`src/rtl/wb_mem_router.sv`:
```
// wb_mem_router: registered Wishbone-classic router from one core master port
// to two downstream memory ports, with address decode, one-cycle response
// pulse, abort handling and a watchdog that turns a missing ack into an error.
module wb_mem_router #(
  parameter int unsigned            ADDR_WIDTH     = 32,
  parameter int unsigned            DATA_WIDTH     = 32,
  parameter logic [ADDR_WIDTH-1:0]  DATA_MEM_BASE  = 32'h8000_0000,
  parameter logic [ADDR_WIDTH-1:0]  DATA_MEM_MASK  = 32'h8000_0000,
  parameter int unsigned            TIMEOUT_CYCLES = 1024
) (
  input  logic                    clk,
  input  logic                    rst,
  // core request / response
  input  logic                    s_cyc_i,
  input  logic                    s_stb_i,
  input  logic                    s_we_i,
  input  logic [DATA_WIDTH/8-1:0] s_wstrb_i,
  input  logic [ADDR_WIDTH-1:0]   s_addr_i,
  input  logic [DATA_WIDTH-1:0]   s_data_i,
  output logic [DATA_WIDTH-1:0]   s_data_o,
  output logic                    s_ack_o,
  output logic                    s_err_o,
  // port 0: unified core memory port
  output logic                    m0_cyc_o,
  output logic                    m0_stb_o,
  output logic                    m0_we_o,
  output logic [DATA_WIDTH/8-1:0] m0_wstrb_o,
  output logic [ADDR_WIDTH-1:0]   m0_addr_o,
  output logic [DATA_WIDTH-1:0]   m0_data_o,
  input  logic [DATA_WIDTH-1:0]   m0_data_i,
  input  logic                    m0_ack_i,
  // port 1: data memory port
  output logic                    m1_cyc_o,
  output logic                    m1_stb_o,
  output logic                    m1_we_o,
  output logic [DATA_WIDTH/8-1:0] m1_wstrb_o,
  output logic [ADDR_WIDTH-1:0]   m1_addr_o,
  output logic [DATA_WIDTH-1:0]   m1_data_o,
  input  logic [DATA_WIDTH-1:0]   m1_data_i,
  input  logic                    m1_ack_i,
  // watchdog statistics
  output logic [15:0]             timeout_count_o
);

  localparam logic [31:0] WD_LAST = 32'(TIMEOUT_CYCLES - 32'd1);
  localparam bit          WD_EN   = (TIMEOUT_CYCLES != 0);

  typedef enum logic [1:0] {
    IDLE,
    REQ,
    RESP
  } state_t;

  state_t      state_q;
  state_t      state_d;
  logic        sel_q;      // 1 = transaction routed to port 1
  logic [31:0] wait_cnt;   // cycles spent in REQ for the current transaction
  logic        dec_sel;
  logic        sel_ack;
  logic        accept;
  logic        abort;
  logic        ack_hit;
  logic        expire;
  logic        leave;

  // address decode of the incoming request and ack of the routed port only
  always_comb begin
    dec_sel = ((s_addr_i & DATA_MEM_MASK) == DATA_MEM_BASE);
    sel_ack = sel_q ? m1_ack_i : m0_ack_i;
  end

  // state register
  always_ff @(posedge clk or posedge rst) begin
    if (rst) begin
      state_q <= IDLE;
    end else begin
      state_q <= state_d;
    end
  end

  // next-state and transaction events; in REQ an ack beats a simultaneous
  // watchdog expiry, and a dropped s_cyc_i ends the transaction silently
  always_comb begin
    state_d = state_q;
    accept  = 1'b0;
    abort   = 1'b0;
    ack_hit = 1'b0;
    expire  = 1'b0;
    case (state_q)
      IDLE: begin
        if (s_cyc_i && s_stb_i) begin
          accept  = 1'b1;
          state_d = REQ;
        end
      end
      REQ: begin
        if (!s_cyc_i) begin
          abort   = 1'b1;
          state_d = IDLE;
        end else if (sel_ack) begin
          ack_hit = 1'b1;
          state_d = RESP;
        end else if (WD_EN && (wait_cnt == WD_LAST)) begin
          expire  = 1'b1;
          state_d = RESP;
        end
      end
      RESP: begin
        state_d = IDLE;
      end
      default: begin
        state_d = IDLE;
      end
    endcase
    leave = abort | ack_hit | expire;
  end

  // port 0 request registers; they double as the request latch, so the
  // unselected port keeps its previous payload untouched
  always_ff @(posedge clk or posedge rst) begin
    if (rst) begin
      m0_cyc_o   <= 1'b0;
      m0_stb_o   <= 1'b0;
      m0_we_o    <= 1'b0;
      m0_wstrb_o <= '0;
      m0_addr_o  <= '0;
      m0_data_o  <= '0;
    end else if (accept && !dec_sel) begin
      m0_cyc_o   <= 1'b1;
      m0_stb_o   <= 1'b1;
      m0_we_o    <= s_we_i;
      m0_wstrb_o <= s_wstrb_i;
      m0_addr_o  <= s_addr_i;
      m0_data_o  <= s_data_i;
    end else if (leave) begin
      m0_cyc_o   <= 1'b0;
      m0_stb_o   <= 1'b0;
    end
  end

  // port 1 request registers, same scheme as port 0
  always_ff @(posedge clk or posedge rst) begin
    if (rst) begin
      m1_cyc_o   <= 1'b0;
      m1_stb_o   <= 1'b0;
      m1_we_o    <= 1'b0;
      m1_wstrb_o <= '0;
      m1_addr_o  <= '0;
      m1_data_o  <= '0;
    end else if (accept && dec_sel) begin
      m1_cyc_o   <= 1'b1;
      m1_stb_o   <= 1'b1;
      m1_we_o    <= s_we_i;
      m1_wstrb_o <= s_wstrb_i;
      m1_addr_o  <= s_addr_i;
      m1_data_o  <= s_data_i;
    end else if (leave) begin
      m1_cyc_o   <= 1'b0;
      m1_stb_o   <= 1'b0;
    end
  end

  // routing selection and watchdog wait counter (counts only while in REQ)
  always_ff @(posedge clk or posedge rst) begin
    if (rst) begin
      sel_q    <= 1'b0;
      wait_cnt <= '0;
    end else if (accept) begin
      sel_q    <= dec_sel;
      wait_cnt <= '0;
    end else if ((state_q == REQ) && !leave) begin
      wait_cnt <= wait_cnt + 32'd1;
    end
  end

  // core response: one-cycle ack/err pulse, read data capture, expiry count
  always_ff @(posedge clk or posedge rst) begin
    if (rst) begin
      s_ack_o         <= 1'b0;
      s_err_o         <= 1'b0;
      s_data_o        <= '0;
      timeout_count_o <= '0;
    end else begin
      s_ack_o <= ack_hit | expire;
      s_err_o <= expire;
      if (ack_hit) begin
        s_data_o <= sel_q ? m1_data_i : m0_data_i;
      end else if (expire) begin
        s_data_o <= '0;
        if (timeout_count_o != '1) begin
          timeout_count_o <= timeout_count_o + 16'd1;
        end
      end
    end
  end

endmodule

```
`config.mk`:
```
export PLATFORM = sky130hd
export DESIGN_NAME = wb_mem_router
export DESIGN_NICKNAME = d
export VERILOG_FILES = /design/src/rtl/wb_mem_router.sv
export SDC_FILE = /design/constraint.sdc
export NUM_CORES = 1
export LEC_CHECK = 0
export ABC_CLOCK_PERIOD_IN_PS = 20800
export BUFFER_PORTS_ARGS = -buffer_cell sky130_fd_sc_hd__buf_2
export CAP_MARGIN = 15
export CORE_MARGIN = 5
export CORE_UTILIZATION = 54
export CTS_BUF_LIST = sky130_fd_sc_hd__clkbuf_8 sky130_fd_sc_hd__clkbuf_16
export CTS_CLUSTER_SIZE = 12
export DETAILED_ROUTE_END_ITERATION = 12
export GPL_TIMING_DRIVEN = 0
export PLACE_DENSITY = 0.91
export SYNTH_ARGS = -nofsm -noshare
export SYNTH_HDL_FRONTEND = slang
export SYNTH_SLANG_ARGS = --single-unit
```
`constraint.sdc`:
```
create_clock -name clk -period 20.8 [get_ports clk]
set_input_delay 2.08 -clock clk [delete_from_list [all_inputs] [get_ports clk]]
set_output_delay 2.08 -clock clk [all_outputs]
set_load 0.02 [all_outputs]
```
# After elaboration in Yosys (flattened, before gate mapping)
# Index checks and enable logic that the tools add are counted.
[op_classes] n_reduce_logical=13 bitwise=4 n_mux=25 eq_ne=5 add_sub_neg=2
[ops] cell="$mux 32" n=5
[ops] cell="$add 32x1->32 const B" n=1
[ops] cell="$eq 32x10->1 const B" n=1
[ops] cell="$add 16x1->16 const B" n=1
[ops] cell="$ne 16x16->1 const B" n=1
[ops] cell="$mux 1" n=15
[ops] cell="$mux 2" n=4
[ops] cell="$reduce_bool 2->1" n=4
[ops] cell="$logic_and 1x1->1" n=4
[ops] cell="$ne 4x4->1 const B" n=1
[ops] cell="$pmux 2 s2" n=1
[ops] cell="$or 1x1->1" n=3
[ops] cell="$reduce_and 3->1" n=1
[ops] cell="$eq 2x1->1 const B" n=1
[ops] cell="$logic_not 1->1" n=2
[ops] cell="$logic_not 2->1" n=1
[ops] cell="$ne 2x2->1 const B" n=1
[ops] cell="$reduce_and 2->1" n=1
[ops] cell="$not 1->1" n=1
[word_totals] ff_bits=225 out_inout_bits=192 elab_cells=66 inputBits=139

# Longest topological paths before layout
# Gate-level depths: netlist of the first run.
[logic_depth] word_depth=10 ltp_mapped=8 depth_no_buf=7

# Least setup slack after synthesis of the first run
# Ideal clock, no wire load.
[synth_timing] path_type="input -> register" start="input port s_cyc_i" end="register wait_cnt[31]" cell_stages=5 setup_time_ps=78 path_buffers=0 required_time_ps=20722 slack_ps=17381 arrival_time_ps=3341 path_cell_list="and3b_1 > and4_1 > nand4_4 > or4_1 > a21oi_1"
[synth_via] elab_chain_len=7 elab_cells_between_ends=15 classes_between="mux (9); bitwise (2); reduce/logical (4)"
[synth_rtl] element="start, declared" line="14" source="input logic s_cyc_i,"
[synth_rtl] element="$mux 1" line="97" source="if (!s_cyc_i) begin"
[synth_rtl] element="$mux 1" line="89" source="case (state_q)"
[synth_rtl] element="$or 1x1->1 (2 in a row)" line="115" source="leave = abort | ack_hit | expire;"
[synth_rtl] element="$logic_not 1->1" line="171" source="end else if ((state_q == REQ) && !leave) begin"
[synth_rtl] element="$logic_and 1x1->1" line="171"
[synth_rtl] element="$reduce_bool 2->1 (no line)"
[synth_rtl] element="end signal, assigned" line="172" source="wait_cnt <= wait_cnt + 32'd1;"
[synth_rtl] element="end, declared" line="57" source="logic [31:0] wait_cnt;"
# Parallel ways exist; a longest one is shown, timed or not.
# A chain may end at the register's enable or synchronous reset.

# Final worst setup path of the first run
[layout_timing] start="input port s_cyc_i" end="register m0_data_o[2]"
[layout_via] elab_chain_len=4
[layout_rtl] element="$logic_and 1x1->1" line="91" source="if (s_cyc_i && s_stb_i) begin"
[layout_rtl] element="$mux 1" line="91"
[layout_rtl] element="$mux 1" line="89"
[layout_rtl] element="$logic_and 1x1->1" line="128" source="end else if (accept && !dec_sel) begin"
[layout_rtl] element="end signal, assigned" line="134" source="m0_data_o <= s_data_i;"
[layout_rtl] element="end, declared" line="29" source="output logic [DATA_WIDTH-1:0] m0_data_o,"
# No other way between the ends.

==> key figures, run 1 <==
Power
  • Internal portion of total power: 935 uW
  • Proportion of total power due to net switching: 0.332
  • Fraction of power consumed by sequential logic: 0.424
  • Total power divided by cell area: 117 nW/um^2
  • Portion of total power attributed to combinational logic: 0.292
  • Maximum ir drop on the vdd rail: 0.0934 mV
  • Net switching power of the design: 465 uW
  • Leakage Power: 0.00583 uW
  • Fraction of power consumed by the clock network: 0.284
  • Overall power consumption: 1400 uW

Synthesis
  • Cells after synthesis: 677
  • Count of distinct cell types in the synthesized netlist: 43
  • Cell Area, Synth: 9290 um^2
  • Number of warnings issued by yosys: 0
  • Proportion of register bits with asynchronous set or reset after synthesis: 1.00
  • Compound-Gate Fraction of Synth Area: 0.0637
  • Dominant combinational cell family by area after synthesis: multiplexers
  • Proportion of synthesized area in mux cells: 0.205
  • Mean area per synthesized cell: 13.7 um^2
  • Post-synthesis xor/xnor area fraction: 0.0179
  • Adder and majority gate portion of the synthesized area: 0.00269
  • Flip-flop cell with the highest count after synthesis: dfrtp_1
  • Synthesized flop and latch total: 225
  • Count of flip-flops with a built-in enable after synthesis: 0
  • Simple-gate share of the synthesized area: 0.0875
  • Syn nets: 818
  • Proportion of synthesized chip area in sequential cells: 0.606

Global route
  • Grt ovf: 0
  • GR met1 Demand/Resource: 0.285
  • Pin count of the biggest net entering global routing: 115
  • Number of antenna violations at the first check in global routing: 3
  • Gr usage total: 0.256
  • Met3 track demand over resource in global routing: 0.0889
  • First-pass GRT wire length: 40.3 mm
  • Met2 track demand over resource: 0.455
  • Busiest layer in global routing: met2
  • Via count of the first global-routing pass: 7370

Worst setup path
  • Data required time at the worst endpoint: 21180 ps
  • Nature of the critical path startpoint: primary input
  • Number of buffer and inverter stages on the critical path: 2
  • Worst Path Max Fanout: 10
  • Kind of cell adding the most delay to the critical path: simple AND/OR/NAND/NOR gates
  • Slowest cell on crit path: clkbuf_1
  • Cell-by-cell listing of the critical path: buf_2 > nand3_1 > nor2_1 > clkbuf_1 > mux2_2
  • Data arrival time of the worst path: 4090 ps
  • Stage delay of the slowest cell on the critical path: 620 ps
  • Worst Setup End Kind: register
  • CP Class: primary input to register

Clock network
  • CTS resizes: 0
  • CTS tree: built
  • Clk buf depth: 3
  • Number of buffers inserted by hold repair at cts: 0
  • H-tree depth: 1
  • Post-CTS Setup Inserts: 0
  • Total clock sinks: 225
  • Clock input transition at the sequential cells of the worst setup and hold paths: 60 ps
  • Library cell used as clock root buffer: clkbuf_16
  • Latest clock arrival within the worst-skew pair: 500 ps
  • TritonCTS Buffers: 24

Route
  • Average wire length per cell after detail routing: 20.9 um
  • Number of violations reported at the end of detailed-routing iteration 0: 289
  • DRC errors left: 0
  • Routed vias: 7066
  • Post-DR vias/cell: 5.55
  • Number of detailed-route iterations in the first pass: 5
  • Number of routed nets with antenna violations: 0
  • Total wirelength of the detailed-routed design: 26.6 mm

Placed design
  • PortBufs: 330
  • Instance count after placement with tap cells included: 1233
  • RePlAce Congestion: 0.842
  • Hpwl dp: 19.5 mm

STA
  • Top achievable clock speed: 270 MHz
  • Final number of hold-violating endpoints: 0
  • Clock period minus worst slack: 3700 ps
  • Worst-margin pin slew: 781 ps
  • Clk_skew: 9.10 ps
  • Worst hold margin: 462 ps
  • Unrepaired setup endpoints after global routing: no
  • Number of max-slew violations in the final report: 0
  • Final period util: 0.178
  • Relative slew slack: 0.479
  • Setup total negative slack: 0 ps
  • Endpoints failing setup: 0

Layout
  • Net count, final: 1175
  • P&R area growth vs syn: 29.2%
  • Share of post-route cells with drive strength above 1: 0.504
  • Final core area utilization: 0.702
  • Number of filler cells placed in the layout: 1186
  • Final instance count without filler cells: 1274

Die
  • Number of standard-cell rows in the floorplan: 48
  • Overall die width: 141 um
  • Starting density of the core: 0.543
  • Std-Cell Core Area: 17100 um^2
  • Die outline area: 19900 um^2
  • Die Height: 141 um
  • Count of boundary I/O pins: 331

Run
  • MaxCap Viol Count: 0

Outcome
  • Outcome: completed

Hold path
  • Min-Delay Path Class: register to register
-- stage by stage --
step / instance area [um^2] / worst slack [ps]
2_1_floorplan: 9290 / 12560
3_3_place_gp: 11200 / 10410
3_5_place_dp: 11300 / 16510
4_1_cts: 12000 / 17040
5_1_grt: 12000 / 16870
6_report: 12000 / 17100
-- placed cells by master, fill, tap and decap left out, types with 3 or more instances in the layout --
cell and n:
a21oi_1 23, o31ai_1 7, mux2i_1 35, clkbuf_1 24, nand4_1 18, buf_1 3, nor4_1 6, nor2_1 12
diode_2 3, xor2_1 7, mux2_2 138, o21ai_0 17, or4_1 7, and2_1 3, nand3_1 14, and3_1 6
dfrtp_1 225, clkbuf_8 6, o2bb2ai_1 32, nor3_1 5, clkbuf_16 25, buf_2 333, xnor2_1 12, or3_1 12
clkinv_2 4, or3_2 4, o211ai_1 4, inv_1 10, nand2_1 27
-- worst register-to-register path: cells and delay by family, from the launching register on --
family | cells | cell delay (ps)
simple gates | 3 | 1020
buf+inv | 1 | 620
flops | 1 | 410
mux | 1 | 410
-- worst paths after layout --
path	from	endpoint	slack [ps]	depth (start not counted)
max	s_cyc_i	m0_data_o[2]	17100	5
min	m1_addr_o[31]	m1_addr_o[31]	460	1
max in group asynchronous	rst	m1_addr_o[31]	18110	3
min reg2reg	m1_addr_o[31]	m1_addr_o[31]	460	1
min in group asynchronous	rst	m0_addr_o[15]	1710	2
max reg2reg	state_q[1]	m0_data_o[2]	18210	5
-- state kept, by name, summed over array words and instances, names as in the netlist --
register and flops:
m0_data_o 32, m1_we_o 1, m0_stb_o 1, m0_addr_o 32
m1_data_o 32, m1_addr_o 32, timeout_count_o 16, m1_stb_o 1
m1_wstrb_o 4, m0_wstrb_o 4, state_q 2, s_data_o 32
s_err_o 1, sel_q 1, wait_cnt 32, s_ack_o 1
m0_we_o 1
-- power by group through the flow --
stage          clock [uW]  combinational, uW  sequential, uW
3_5_place_dp            0                411             595
2_1_floorplan           0                122             716
3_3_place_gp            0                399             588
5_1_grt               427                435             604
6_report              398                409             593
4_1_cts               407                413             591
-- cells in the mapped netlist, types with 3 or more instances --
master | n | area [um^2]
a21oi_1 | 23 | 115
clkbuf_1 | 24 | 90.1
o211ai_1 | 4 | 30.0
nand3_1 | 14 | 70.1
and3_1 | 6 | 37.5
dfrtp_1 | 225 | 5630
mux2_2 | 138 | 1550
inv_1 | 8 | 30.0
xor2_1 | 7 | 61.3
nor4_1 | 6 | 37.5
buf_1 | 3 | 11.3
or3_1 | 12 | 75.1
or3_2 | 4 | 30.0
buf_2 | 3 | 15.0
nor3_1 | 5 | 25.0
nand2_1 | 27 | 101
nand4_1 | 18 | 113
o31ai_1 | 7 | 52.6
xnor2_1 | 12 | 105
o21ai_0 | 17 | 85.1
nor2_1 | 12 | 45.0
or4_1 | 7 | 52.6
and2_1 | 3 | 18.8
mux2i_1 | 35 | 350
o2bb2ai_1 | 32 | 280
-- logic make-up (layout without fill, tap and decap cells) --
| family | count (synthesis) | count (layout) |
|---|---|---|
| flops | 225 | 225 |
| other cells | 0 | 3 |
| mux | 173 | 173 |
| xor+xnor | 19 | 19 |
| simple gates | 132 | 132 |
| fa+ha+maj | 2 | 2 |
| buf+inv | 40 | 409 |
| compound gates | 86 | 86 |
-- routing by layer --
metal	routed length, um	vias up
met1	9270	3497
met3	2760	43
met4	753	0
met5	0	-
li1	-	3204
met2	13800	322
-- cell type report --
type,instances,area [um^2],area share
multi-input cells,412,3500,0.292
flip-flops and latches,225,5630,0.469
clock buffers,31,708,0.0590
inverters,8,37.5,0.00313
clock inverters,7,31.3,0.00260
plain buffers,32,131,0.0109
well taps,225,282,0.0234
repair buffers,331,1680,0.140
diodes,3,7.51,0.000625
Note: power is estimated with default switching activity, not from simulation.
==> inputs of run 2 (changes only) <==
ABC_CLOCK_PERIOD_IN_PS = 3600   (was 20800)
CORE_UTILIZATION = 50   (was 54)
PLACE_DENSITY = 0.85   (was 0.91)
clock period = 3.6 ns   (was 20.8 ns; I/O delays follow)
==> run 2 against run 1 <==
  * Sequential power grew to 5.8 times the previous value
  * Combinational power rose to 5.8 times the previous value
  * Final cell count increased by 0.63%
  * Register-to-register slack got worse by 17000 ps
  * Routed wire length decreased by 2.2%
  * Worst hold slack worse by 380 ps
  * Critical path depth did not move
  * Via count fell by 1.0%
  * Sequential cell count did not move
  * Total power rose to 5.7 times the previous value
  * Clock-buffer cell count shrank 4
==> key figures, run 2 (same netlist as run 1, synthesis figures left out) <==
Worst setup path
  • Data required time at the worst endpoint: 4000 ps (-17180 ps)
  • Worst Setup End Kind: register
  • Number of buffer and inverter stages on the critical path: 1 (-1)
  • Worst reg2reg path depth: 5 (unchanged)
  • Slowest cell on crit path: clkbuf_1
  • Kind of cell adding the most delay to the critical path: simple AND/OR/NAND/NOR gates
  • Cell-by-cell listing of the critical path: nor2_1 > nand3_1 > nor2_1 > clkbuf_1 > mux2_2
  • Data arrival time of the worst path: 2950 ps (-1140 ps)
  • Path length in cells of the critical path: 5 (unchanged)
  • Nature of the critical path startpoint: register
  • Most common cell type on the critical path: nor2_1
  • Worst Path Max Fanout: 10 (unchanged)
  • CP Class: register to register
  • Stage delay of the slowest cell on the critical path: 610 ps (about the same)

Power
  • Overall power consumption: 8050 uW (+470%)
  • Total power divided by cell area: 666 nW/um^2 (+470%)
  • Leakage Power: 0.00585 uW (+0.23%)
  • Maximum ir drop on the vdd rail: 0.582 mV (+520%)

STA
  • Number of max-slew violations in the final report: 0 (unchanged)
  • Final period util: 0.709
  • Setup total negative slack: 0 ps (unchanged)
  • Relative slew slack: 0.461 (-0.0186)
  • Clk_skew: 22.9 ps (+13.8 ps)
  • Top achievable clock speed: 392 MHz
  • Clock period minus worst slack: 2550 ps
  • Final number of hold-violating endpoints: 0 (unchanged)
  • Endpoints failing setup: 0 (unchanged)
  • Unrepaired setup endpoints after global routing: no
  • Final critical-path setup slack: 1050 ps (-16050 ps)
  • Worst-margin pin slew: 809 ps (+27.9 ps)

Outcome
  • Outcome: completed

Layout
  • Commonest cells after routing, fill and taps aside: buf_2, dfrtp_1, mux2_2
  • Final core area utilization: 0.666 (-0.0360)
  • Register area: 5630 um^2 (unchanged)
  • P&R area growth vs syn: 30.0%
  • Final instance count without filler cells: 1282 (+0.63%)
  • Share of post-route cells with drive strength above 1: 0.503 (about the same)
  • Number of filler cells placed in the layout: 1296 (+9.3%)
  • Most common cell after layout, fill and taps aside: buf_2
  • Net count, final: 1180 (+0.43%)
  • Area of combinational cells with multiple inputs: 3500 um^2 (unchanged)

Run
  • MaxCap Viol Count: 0 (unchanged)

Global route
  • Number of antenna violations at the first check in global routing: 4 (+1)
  • Via count of the first global-routing pass: 7513 (+1.9%)
  • Pin count of the biggest net entering global routing: 45 (-61%)
  • First-pass GRT wire length: 41.0 mm (+1.6%)
  • Gr usage total: 0.236 (-0.0200)
  • Grt ovf: 0 (unchanged)

Clock network
  • Clock input transition at the sequential cells of the worst setup and hold paths: 60 ps (about the same)
  • Library cell used as clock root buffer: clkbuf_16
  • Post-CTS Setup Inserts: 0 (unchanged)
  • TritonCTS Buffers: 24 (unchanged)
  • Total clock sinks: 225 (unchanged)
  • CTS tree: built
  • Latest clock arrival within the worst-skew pair: 510 ps (about the same)
  • H-tree depth: 1 (unchanged)
  • Clk buf depth: 3 (unchanged)

Route
  • Number of detailed-route iterations in the first pass: 5 (unchanged)
  • Post-DR vias/cell: 5.46 (-1.6%)
  • Total wirelength of the detailed-routed design: 26.0 mm (-2.2%)
  • Number of routed nets with antenna violations: 0 (unchanged)
  • DRC errors left: 0 (unchanged)
  • Number of violations reported at the end of detailed-routing iteration 0: 236 (-18%)
  • Average wire length per cell after detail routing: 20.3 um (-2.8%)
  • Routed vias: 6994 (-1.0%)

Die
  • Starting density of the core: 0.512 (-0.0308)
  • Number of standard-cell rows in the floorplan: 49 (+2.1%)
  • Std-Cell Core Area: 18100 um^2 (+6.0%)
  • Die Height: 146 um (+3.6%)
  • Count of boundary I/O pins: 331 (unchanged)
  • Die outline area: 21400 um^2 (+7.4%)
  • Overall die width: 146 um (+3.6%)

Placed design
  • Worst slack at placement: 1010 ps (-15500 ps)
  • Hpwl dp: 19.5 mm (+0.14%)
  • RePlAce Congestion: 0.822 (-2.3%)
  • Instance count after placement with tap cells included: 1241 (+0.65%)
  • PortBufs: 330 (unchanged)

Hold path
  • Min-Delay Path Class: primary input to register
  • Worst hold path cell count: 2 (+1)
## run 2: changes by cell type in the layout (fill, tap and decap cells not counted), sizes merged, moves of 2 or more
cell and change:
buf +4, clkbuf -4, clkinv -2, clkinvlp +3
## run 2: per-stage QoR
| step | hold WS (ps) | instance area, um^2 |
|---|---|---|
| after floorplan | 464 | 9300 |
| after global placement | 444 | 11200 |
| after detailed placement | 453 | 11300 |
| after CTS | 66.7 | 12100 |
| after global routing | 68.8 | 12100 |
| final | 84.1 | 12100 |
## run 2: area by class of cell
cell class                      count  area share
Clock buffer                       27      0.0531
Antenna cell                        4    0.000829
Sequential cell                   225       0.466
Buffer                             32      0.0109
Multi-Input combinational cell    412       0.290
Inverter                            8     0.00280
Tap cell                          229      0.0237
Timing Repair Buffer              336       0.146
Clock inverter                      9     0.00673
## run 2: path summary, 6_finish.rpt
check,slack (ps),to,from
setup / recovery,1050,m0_data_o[10],state_q[1]
hold / removal,80,m1_addr_o[21],s_addr_i[21]
setup reg to reg,1050,m0_data_o[10],state_q[1]
hold reg to reg,470,m1_addr_o[31],m1_addr_o[31]
max in group asynchronous,2140,s_data_o[18],rst
min in group asynchronous,510,m0_data_o[10],rst
## run 2: repair_timing
action	4_1_cts	5_1_grt
endpoints found under the hold margin	28	0
hold buffers	1	0
resized for setup	0	0
## run 2: worst reg2reg max path: stages, from the launching register on
cell      delay (ps)
dfrtp_1          400
nor2_1           130
nand3_1          310
nor2_1           580
clkbuf_1         610
mux2_2           430
## run 2: report_power, final
| group | internal, uW | total, uW | switching [uW] |
|---|---|---|---|
| clock | 1330 | 2280 | 947 |
| combinational | 941 | 2360 | 1420 |
| sequential | 3100 | 3410 | 304 |
## run 2: metal layers
layer	global-route usage	part of all wire
met3	0.0868	0.097
met5	0	0
met4	0.0898	0.036
met1	0.268	0.36
met2	0.408	0.50
